--- src/rtl/run_detector_pkg.sv ---
// Shared encodings for the run detector: FSM state codes, mode codes and
// the helper that decides whether a run value is eligible to match.
package run_detector_pkg;

  typedef enum logic [1:0] {
    ST_IDLE  = 2'b00,
    ST_RUN   = 2'b01,
    ST_MATCH = 2'b10
  } state_e;

  typedef enum logic [1:0] {
    MODE_ONES    = 2'b00,
    MODE_ZEROS   = 2'b01,
    MODE_ANY     = 2'b10,
    MODE_ANY_ALT = 2'b11
  } mode_e;

  // Both 1x codes enable either run value.
  function automatic logic bit_enabled(input logic [1:0] mode, input logic b);
    logic en;
    en = 1'b0;
    if (mode[1])
      en = 1'b1;
    else if (mode == MODE_ZEROS)
      en = ~b;
    else
      en = b;
    return en;
  endfunction

endpackage

--- src/rtl/run_detector_if.sv ---
// Sample/control inputs and status outputs of the run detector.
interface run_detector_if #(
  parameter int unsigned RUN_LEN = 4,
  parameter int unsigned CNT_W   = 8
);
  localparam int unsigned RLW = $clog2(RUN_LEN + 1);

  logic             w;
  logic             in_valid;
  logic [1:0]       mode;
  logic             overlap;
  logic             clear;
  logic             z;
  logic [1:0]       state_o;
  logic [RLW-1:0]   run_len_o;
  logic [CNT_W-1:0] match_count;

  modport master (
    output w, in_valid, mode, overlap, clear,
    input  z, state_o, run_len_o, match_count
  );

  modport slave (
    input  w, in_valid, mode, overlap, clear,
    output z, state_o, run_len_o, match_count
  );

endinterface

--- src/rtl/sat_counter.sv ---
// Saturating up-counter with synchronous clear and async active-low reset.
// clr_i together with inc_i restarts the count at 1.
module sat_counter #(
  parameter int unsigned  W   = 8,
  parameter logic [W-1:0] MAX = '1
) (
  input  logic         clk,
  input  logic         rst_n,
  input  logic         clr_i,
  input  logic         inc_i,
  output logic [W-1:0] cnt_o
);

  logic [W-1:0] cnt_q, cnt_d;

  always_comb begin
    cnt_d = cnt_q;
    if (clr_i)
      cnt_d = inc_i ? W'(1) : '0;
    else if (inc_i && (cnt_q != MAX))
      cnt_d = cnt_q + W'(1);
  end

  always_ff @(posedge clk or negedge rst_n) begin
    if (!rst_n)
      cnt_q <= '0;
    else
      cnt_q <= cnt_d;
  end

  assign cnt_o = cnt_q;

endmodule

--- src/rtl/run_detector.sv ---
// Serial run detector: flags RUN_LEN consecutive equal accepted samples of
// the mode-enabled value, with optional overlapping detection.
module run_detector
  import run_detector_pkg::*;
#(
  parameter int unsigned RUN_LEN = 4,
  parameter int unsigned CNT_W   = 8
) (
  input  logic         Clock,
  input  logic         Resetn,
  run_detector_if.slave bus
);

  localparam int unsigned    RLW     = $clog2(RUN_LEN + 1);
  localparam logic [RLW-1:0] RUN_MAX = RLW'(RUN_LEN);

  state_e           state_q, state_d;
  logic             cur_bit_q, cur_bit_d;
  logic [RLW-1:0]   run_q, run_next;
  logic             run_clr, run_inc;
  logic [CNT_W-1:0] mc_q;
  logic             mc_clr, mc_inc;
  logic             same_bit;

  always_comb begin
    state_d   = state_q;
    cur_bit_d = cur_bit_q;
    run_clr   = 1'b0;
    run_inc   = 1'b0;
    mc_clr    = 1'b0;
    mc_inc    = 1'b0;
    run_next  = (run_q == RUN_MAX) ? run_q : run_q + RLW'(1);
    same_bit  = (state_q != ST_IDLE) && (bus.w == cur_bit_q);

    if (bus.clear) begin
      state_d   = ST_IDLE;
      cur_bit_d = 1'b0;
      run_clr   = 1'b1;
      mc_clr    = 1'b1;
    end else if (bus.in_valid) begin
      if (!same_bit) begin
        cur_bit_d = bus.w;
        run_clr   = 1'b1;
        run_inc   = 1'b1;
        state_d   = ST_RUN;
      end else if ((state_q == ST_MATCH) && !bus.overlap) begin
        // Non-overlapping: the matched run is consumed, this sample starts anew.
        run_clr = 1'b1;
        run_inc = 1'b1;
        state_d = ST_RUN;
      end else begin
        run_inc = 1'b1;
        if ((run_next == RUN_MAX) && bit_enabled(bus.mode, cur_bit_q)) begin
          state_d = ST_MATCH;
          mc_inc  = 1'b1;
        end else begin
          state_d = ST_RUN;
        end
      end
    end
  end

  always_ff @(posedge Clock or negedge Resetn) begin
    if (!Resetn) begin
      state_q   <= ST_IDLE;
      cur_bit_q <= 1'b0;
    end else begin
      state_q   <= state_d;
      cur_bit_q <= cur_bit_d;
    end
  end

  sat_counter #(
    .W   (RLW),
    .MAX (RUN_MAX)
  ) u_run_cnt (
    .clk   (Clock),
    .rst_n (Resetn),
    .clr_i (run_clr),
    .inc_i (run_inc),
    .cnt_o (run_q)
  );

  sat_counter #(
    .W (CNT_W)
  ) u_match_cnt (
    .clk   (Clock),
    .rst_n (Resetn),
    .clr_i (mc_clr),
    .inc_i (mc_inc),
    .cnt_o (mc_q)
  );

  assign bus.z           = (state_q == ST_MATCH);
  assign bus.state_o     = state_q;
  assign bus.run_len_o   = run_q;
  assign bus.match_count = mc_q;

endmodule

--- src/flat_wrapper.sv ---
// flat-port wrapper written by rule: the top's interface ports become plain ports
module run_detector_flat import run_detector_pkg::*;
#(
  parameter int unsigned RUN_LEN = 4,
  parameter int unsigned CNT_W   = 8
)
  (Clock, Resetn, bus_w, bus_in_valid, bus_mode, bus_overlap, bus_clear, bus_z, bus_state_o, bus_run_len_o, bus_match_count);
  run_detector_if #(.RUN_LEN(RUN_LEN), .CNT_W(CNT_W)) bus_i ();
  input  logic Clock;
  input  logic Resetn;
  input wire logic [$bits(bus_i.w)-1:0] bus_w;
  input wire logic [$bits(bus_i.in_valid)-1:0] bus_in_valid;
  input wire logic [$bits(bus_i.mode)-1:0] bus_mode;
  input wire logic [$bits(bus_i.overlap)-1:0] bus_overlap;
  input wire logic [$bits(bus_i.clear)-1:0] bus_clear;
  output wire logic [$bits(bus_i.z)-1:0] bus_z;
  output wire logic [$bits(bus_i.state_o)-1:0] bus_state_o;
  output wire logic [$bits(bus_i.run_len_o)-1:0] bus_run_len_o;
  output wire logic [$bits(bus_i.match_count)-1:0] bus_match_count;
  assign bus_i.w = bus_w;
  assign bus_i.in_valid = bus_in_valid;
  assign bus_i.mode = bus_mode;
  assign bus_i.overlap = bus_overlap;
  assign bus_i.clear = bus_clear;
  assign bus_z = bus_i.z;
  assign bus_state_o = bus_i.state_o;
  assign bus_run_len_o = bus_i.run_len_o;
  assign bus_match_count = bus_i.match_count;
  run_detector #(.RUN_LEN(RUN_LEN), .CNT_W(CNT_W)) u_core (.Clock(Clock), .Resetn(Resetn), .bus(bus_i));
endmodule
--- config.mk ---
export PLATFORM = sky130hd
export DESIGN_NAME = run_detector_flat
export DESIGN_NICKNAME = d
export VERILOG_FILES = /design/src/rtl/run_detector_pkg.sv /design/src/rtl/run_detector_if.sv /design/src/rtl/sat_counter.sv /design/src/rtl/run_detector.sv /design/src/flat_wrapper.sv
export SDC_FILE = /design/constraint.sdc
export NUM_CORES = 1
export LEC_CHECK = 0
export BUFFER_PORTS_ARGS = -buffer_cell sky130_fd_sc_hd__buf_2
export CORE_ASPECT_RATIO = 1.4
export CORE_MARGIN = 2
export CORE_UTILIZATION = 30
export CTS_CLUSTER_DIAMETER = 50
export DETAILED_ROUTE_END_ITERATION = 6
export HOLD_SLACK_MARGIN = 0.1
export SYNTH_ARGS = -nofsm -noshare
export SYNTH_HDL_FRONTEND = slang
export SYNTH_HIERARCHICAL = 1
export SYNTH_SLANG_ARGS = --single-unit
--- constraint.sdc ---
create_clock -name Clock -period 2.8 [get_ports Clock]
set_input_delay 0.14 -clock Clock [delete_from_list [all_inputs] [get_ports Clock]]
set_output_delay 0.14 -clock Clock [all_outputs]
set_load 0.02 [all_outputs]
-- Word-level counts from Yosys, hierarchy flattened
Index checks and enable logic that the tools add are counted.
- register bits: 14
- input port bits: 8
- output and inout port bits: 14
- word-level logic and storage cells: 59
- $add $sub $neg: 2
- eq/ne operators: 8
- muxes and demuxes: 33
- bitwise logic cells: 1
- reduce and logical (&&, ||, !) cells: 11
- operators with widths (cell ; number):
    2-to-1 mux 1 bit ; 23
    2-to-1 mux 8 bit ; 2
    2-to-1 mux 2 bit ; 5
    2-to-1 mux 3 bit ; 3
    adder 8 x 1 -> 8 bit, second input constant ; 1
    inequality test 8 bit, second input constant ; 1
    nonzero test 2 bit ; 4
    equality test 3 bit, second input constant ; 2
    logical AND 1 bit ; 5
    adder 3 x 1 -> 3 bit, second input constant ; 1
    inequality test 3 bit, second input constant ; 1
    equality test 2 x 1 -> 1 bit, second input constant ; 1
    equality test 2 bit, second input constant ; 1
    inequality test 2 bit, second input constant ; 1
    AND reduction 2 bit ; 1
    equality test 1 bit ; 1
    logical NOT 1 bit ; 1
    inverter 1 bit ; 1

-- Longest topological paths before layout
- word-level depth: 16
- gate-level depth with buffers: 9
- gate-level depth less buffers: 9

-- Hierarchy
Netlist, hierarchy kept.
- modules (own cells, without submodules) (module ; times used ; cells an instance ; area each (µm²) ; sequential area each (µm²)):
    sat_counter at u_core.u_match_cnt ; 1 ; 47 ; 473.0 ; 200.2
    run_detector ; 1 ; 29 ; 255.2 ; 75.1
    sat_counter at u_core.u_run_cnt ; 1 ; 17 ; 178.9 ; 75.1

-- Worst setup path after synthesis
No wires, ideal clock.
- path kind: register -> register
- from: register u_core.u_run_cnt.cnt_q[0] (netlist: u_core/u_run_cnt/cnt_o[0])
- to: register u_core.u_match_cnt.cnt_q[5] (netlist: u_core/u_match_cnt/cnt_o[5])
- arrival time: 2224 ps
- data required time: 2668 ps
- slack: 443 ps
- cell stages (with the launch flop): 10
- path buffers: 0
- clock period less this slack: 2357 ps
- path through: dfrtp_1 > inv_1 > ha_1 > nor3b_2 > o21ai_2 > a211o_1 > nor2_1 > nand4_2 > a2111oi_2 > nor3b_1
- word-level cells in the longest chain between the ends: 11
- RTL lines (item ; RTL line ; text):
    start, declared ; sat_counter.sv:14 ; logic [W-1:0] cnt_q, cnt_d;
    start signal, assigned ; sat_counter.sv:28 ; cnt_q <= cnt_d;
    adder 3 x 1 -> 3 bit or equality test 3 bit (tied branches) ; run_detector.sv:32 ; run_next = (run_q == RUN_MAX) ? run_q : run_q + RLW'(1);
    2-to-1 mux 3 bit (*) ; run_detector.sv:32 ;
    equality test 3 bit (*) ; run_detector.sv:53 ; if ((run_next == RUN_MAX) && bit_enabled(bus.mode, cur_bit_q)) begin
    logical AND 1 bit (*) ; run_detector.sv:53 ;
    2-to-1 mux 1 bit (*) ; run_detector.sv:53 ;
    2-to-1 mux 1 bit (*) ; run_detector.sv:46 ; end else if ((state_q == ST_MATCH) && !bus.overlap) begin
    2-to-1 mux 1 bit (*) ; run_detector.sv:41 ; if (!same_bit) begin
    2-to-1 mux 1 bit (*) ; run_detector.sv:40 ; end else if (bus.in_valid) begin
    2-to-1 mux 1 bit (*) ; run_detector.sv:35 ; if (bus.clear) begin
    net u_core.mc_inc ; run_detector.sv:22 ; logic mc_clr, mc_inc;
    logical AND 1 bit (*) ; sat_counter.sv:20 ; else if (inc_i && (cnt_q != MAX))
    nonzero test 2 bit (no line) (*) ; -- ;
    end signal, assigned ; sat_counter.sv:28 ;
    end, declared ; sat_counter.sv:14 ;
Mark *: on every way through the listed nets, which the timed path passes. The rest lies on a longest branch.
A chain may end at the register's enable or synchronous reset.

-- Worst setup path in the final report
Ends and elaborated chain as after synthesis.

==> impl_metrics.yaml <==
routing:
  drt_first_pass_iters: 4
  dr_total_vias: 793
  vias_per_cell: 5.15
  post_drt_wl_per_cell_um: 13.1
  drt-total-wl_um: 2010
  route.detailed.drc: 0
  ant_nets: 0
  initialDrtViolationCount: 25
worst_hold_path:
  hold_depth: 3
  hp-class: "input pin to flip-flop"
  hold_start: "bus_w"
  worstHoldEndpoint: "u_core/cur_bit_q"
clocking:
  root_buffer: "clkbuf_8"
  path_clk_slew_ps: 60
  cts_hold_buf: 1
  cts.sinks: 14
  numCtsBuffers: 3
  cts_resized: 0
  clk_latency_ps: 240
  post-cts-setup-buffers: 0
  cts_buffer_depth: 2
  htree_levels: 1
  cts_tree: "yes"
setup_path:
  r2r_slack_ps: 330
  reg2reg_from: "u_core/u_run_cnt/cnt_o[0]"
  startpoint_type: "flip-flop"
  crit_path_end_kind: "flip-flop"
  crit_arrival_ps: 2580
  r2r_end: "u_core/u_match_cnt/cnt_o[5]"
  crit_path_max_incr_delay_ps: 430
  cp_cell_sequence: "inv_1 > ha_1 > nor3b_2 > o21ai_2 > a211o_1 > nor2_1 > nand4_2 > a2111oi_2 > nor3b_1"
  path_delay_family: "simple AND/OR/NAND/NOR gates"
  crit_required_ps: 2910
  crit_fanout: 6
  critical-path-slowest-cell: "dfrtp_1"
  crit_buf_inv: 1
  worstRegToRegCells: 9
  path_class: "flip-flop to flip-flop"
sta:
  fmax_mhz: 405
  slew_headroom_pct: 77.6
  finClkSkew_ps: 2.74
  drv_slew: 0
  tightest_slew_ps: 335
  fin_crit_sh_pct: 88.3
  setup_viol: 0
  final-hold-violation-count: 0
  rsz0062_at_grt: "false"
  period_needed_ps: 2470
  setup_tns_ps: 0
yosys:
  syn_nets: 106
  yosys.area_share.adder_pct: 6.90
  syn_inst: 93
  ys_seq_area_share_pct: 38.6
  synth_compound_area_share_pct: 20.3
  ys_warn_count: 6
  syn_area_um2: 907
  ys_ff_latch: 14
  synth_xor_area_share_pct: 1.93
  yosys.area_share.simple_pct: 25.2
  synth_top_family_by_area: "simple AND/OR/NAND/NOR gates"
  synth_area_per_cell_um2: 9.75
  ys_types: 42
  synthMuxAreaShare_pct: 3.31
placed_design:
  place_area_um2: 1050
  io_buffers: 21
  routabilityCongestion: 0.792
  place_hpwl_um: 1450
global_route:
  met3_usage_pct: 2.38
  grt_pass1_wl_um: 3470
  top_usage_layer: "met2"
  antenna_found_initial: 0
  grt_overflow: 0
  track_usage_pct: 12.5
  grt_pass1_vias: 801
  grt_max_degree: 18
  grt_util_met1_pct: 14.0
  grtUsageMet2_pct: 22.7
power_and_ir_drop:
  p_per_area_nw_per_um2: 411
  p_leak_nw: 0.526
  ir_worst_vdd_v: 0.000213
finish:
  final_common_cell: "buf_2"
  mostFrequentLayoutCells: "buf_2, dfrtp_1, a21oi_1"
  syn2layout_area_growth_pct: 22.6
  register_area_um2: 350
  fin_area_um2: 1110
  multi_input_area_um2: 523
  nets: 131
  nFillCells: 300
  drive_above_1_share_pct: 30.8
  antenna_cells: 0
floorplan:
  die_h_um: 69.1
  io_pins: 22
  core_area_um2: 2880
  initial_utilization_pct: 31.5
  std_cell_rows: 23
  dieArea_um2: 3490
  die_x_um: 50.5
job:
  max_cap_violations: 0
status:
  status: "completed"
[layout make-up]
cell class                      instances  area share [%]
Sequential cell                        14            31.5
Tap cell                               37            4.16
Inverter                                6            2.02
Multi-Input combinational cell         71            47.0
Clock buffer                            4            4.95
Timing Repair Buffer                   22            10.3
[power by group]
group	total, mW	leakage (nW)	internal (mW)	switching [mW]
logic	0.0520	0.305	0.0222	0.0299
clock network	0.193	0.0288	0.124	0.0689
registers	0.212	0.192	0.207	0.00567
total	0.458	0.526	0.353	0.104
[cell usage after synthesis]
| cell type | count | share of area (%) |
|---|---|---|
| a2111oi_2 | 1 | 1.7 |
| a211o_1 | 2 | 1.9 |
| a211oi_1 | 1 | 0.83 |
| a21boi_2 | 2 | 2.5 |
| a21o_1 | 1 | 0.83 |
| a21o_2 | 1 | 0.97 |
| a21oi_1 | 7 | 3.9 |
| a311oi_1 | 1 | 0.97 |
| a31oi_1 | 1 | 0.69 |
| a41oi_1 | 1 | 0.97 |
| and2_1 | 1 | 0.69 |
| and2_2 | 1 | 0.83 |
| and2b_1 | 1 | 0.83 |
| and3_1 | 2 | 1.4 |
| and4_4 | 1 | 1.2 |
| and4b_2 | 1 | 1.2 |
| and4bb_2 | 1 | 1.4 |
| buf_4 | 1 | 0.83 |
| clkbuf_1 | 1 | 0.41 |
| dfrtp_1 | 14 | 39 |
| ha_1 | 5 | 6.9 |
| inv_1 | 6 | 2.5 |
| mux2i_1 | 3 | 3.3 |
| nand2_1 | 5 | 2.1 |
| nand2b_1 | 4 | 2.8 |
| nand3_1 | 2 | 1.1 |
| nand4_1 | 1 | 0.69 |
| nand4_2 | 1 | 1.4 |
| nor2_1 | 5 | 2.1 |
| nor2b_1 | 3 | 2.1 |
| nor3_1 | 2 | 1.1 |
| nor3b_1 | 1 | 0.83 |
| nor3b_2 | 1 | 1.4 |
| o211ai_1 | 1 | 0.83 |
| o21ai_0 | 2 | 1.1 |
| o21ai_1 | 1 | 0.55 |
| o21ai_2 | 1 | 0.97 |
| o31ai_1 | 2 | 1.7 |
| or2b_1 | 1 | 0.83 |
| or3_1 | 2 | 1.4 |
| xnor2_1 | 1 | 0.97 |
| xor2_1 | 1 | 0.97 |
[registers in the layout, summed over array words and instances (netlist names)]
| register | flops |
|---|---|
| u_core/bus.state_o | 2 |
| u_core/cur_bit_q | 1 |
| u_core/u_match_cnt/cnt_o | 8 |
| u_core/u_run_cnt/cnt_o | 3 |
[worst max-delay path by stage]
stage | to | slack [ps] | startpoint | depth (start not counted)
global route | u_core/u_match_cnt/cnt_o[5] | 170 | u_core/u_run_cnt/cnt_o[0] | 9
global placement | u_core/u_match_cnt/cnt_o[5] | 490 | u_core/u_run_cnt/cnt_o[0] | 9
CTS | u_core/u_match_cnt/cnt_o[5] | 340 | u_core/u_run_cnt/cnt_o[0] | 9
floorplan | u_core/u_match_cnt/cnt_o[5] | 440 | u_core/u_run_cnt/cnt_o[0] | 9
detailed placement | u_core/u_match_cnt/cnt_o[5] | 350 | u_core/u_run_cnt/cnt_o[0] | 9
finish | u_core/u_match_cnt/cnt_o[5] | 330 | u_core/u_run_cnt/cnt_o[0] | 9
[cell families after synthesis]
group | Yosys count
flops | 14
fa+ha+maj | 5
buf+inv | 8
xor+xnor | 2
mux | 3
compound gates | 25
simple gates | 36
[per-stage QoR]
| step | instances | power, mW | hold WS [ps] | utilization [%] | setup WS (ps) |
|---|---|---|---|---|---|
| 4_1_cts | 154 | 0.467 | 161 | 38.7 | 342 |
| 2_1_floorplan | 93 | 0.247 | -156 | - | 443 |
| 3_3_place_gp | 149 | 0.266 | 52.7 | 36.4 | 487 |
| 5_1_grt | 154 | 0.486 | 196 | 38.7 | 169 |
| 6_report | 154 | 0.458 | 162 | 38.7 | 329 |
| 3_5_place_dp | 149 | 0.268 | 62.6 | 36.4 | 351 |
[routing by layer]
metal | up-vias | part of all wire [%]
met3 | 2 | 5.3
met5 | - | 0
li1 | 386 | -
met1 | 382 | 44
met4 | 0 | 0.94
met2 | 23 | 50
[tightest hold or removal path, cell delays in order]
cell and delay, ps:
buf_2 90, mux2i_1 60, nor2_1 70
No activity file was read; power rests on OpenSTA's default activity.
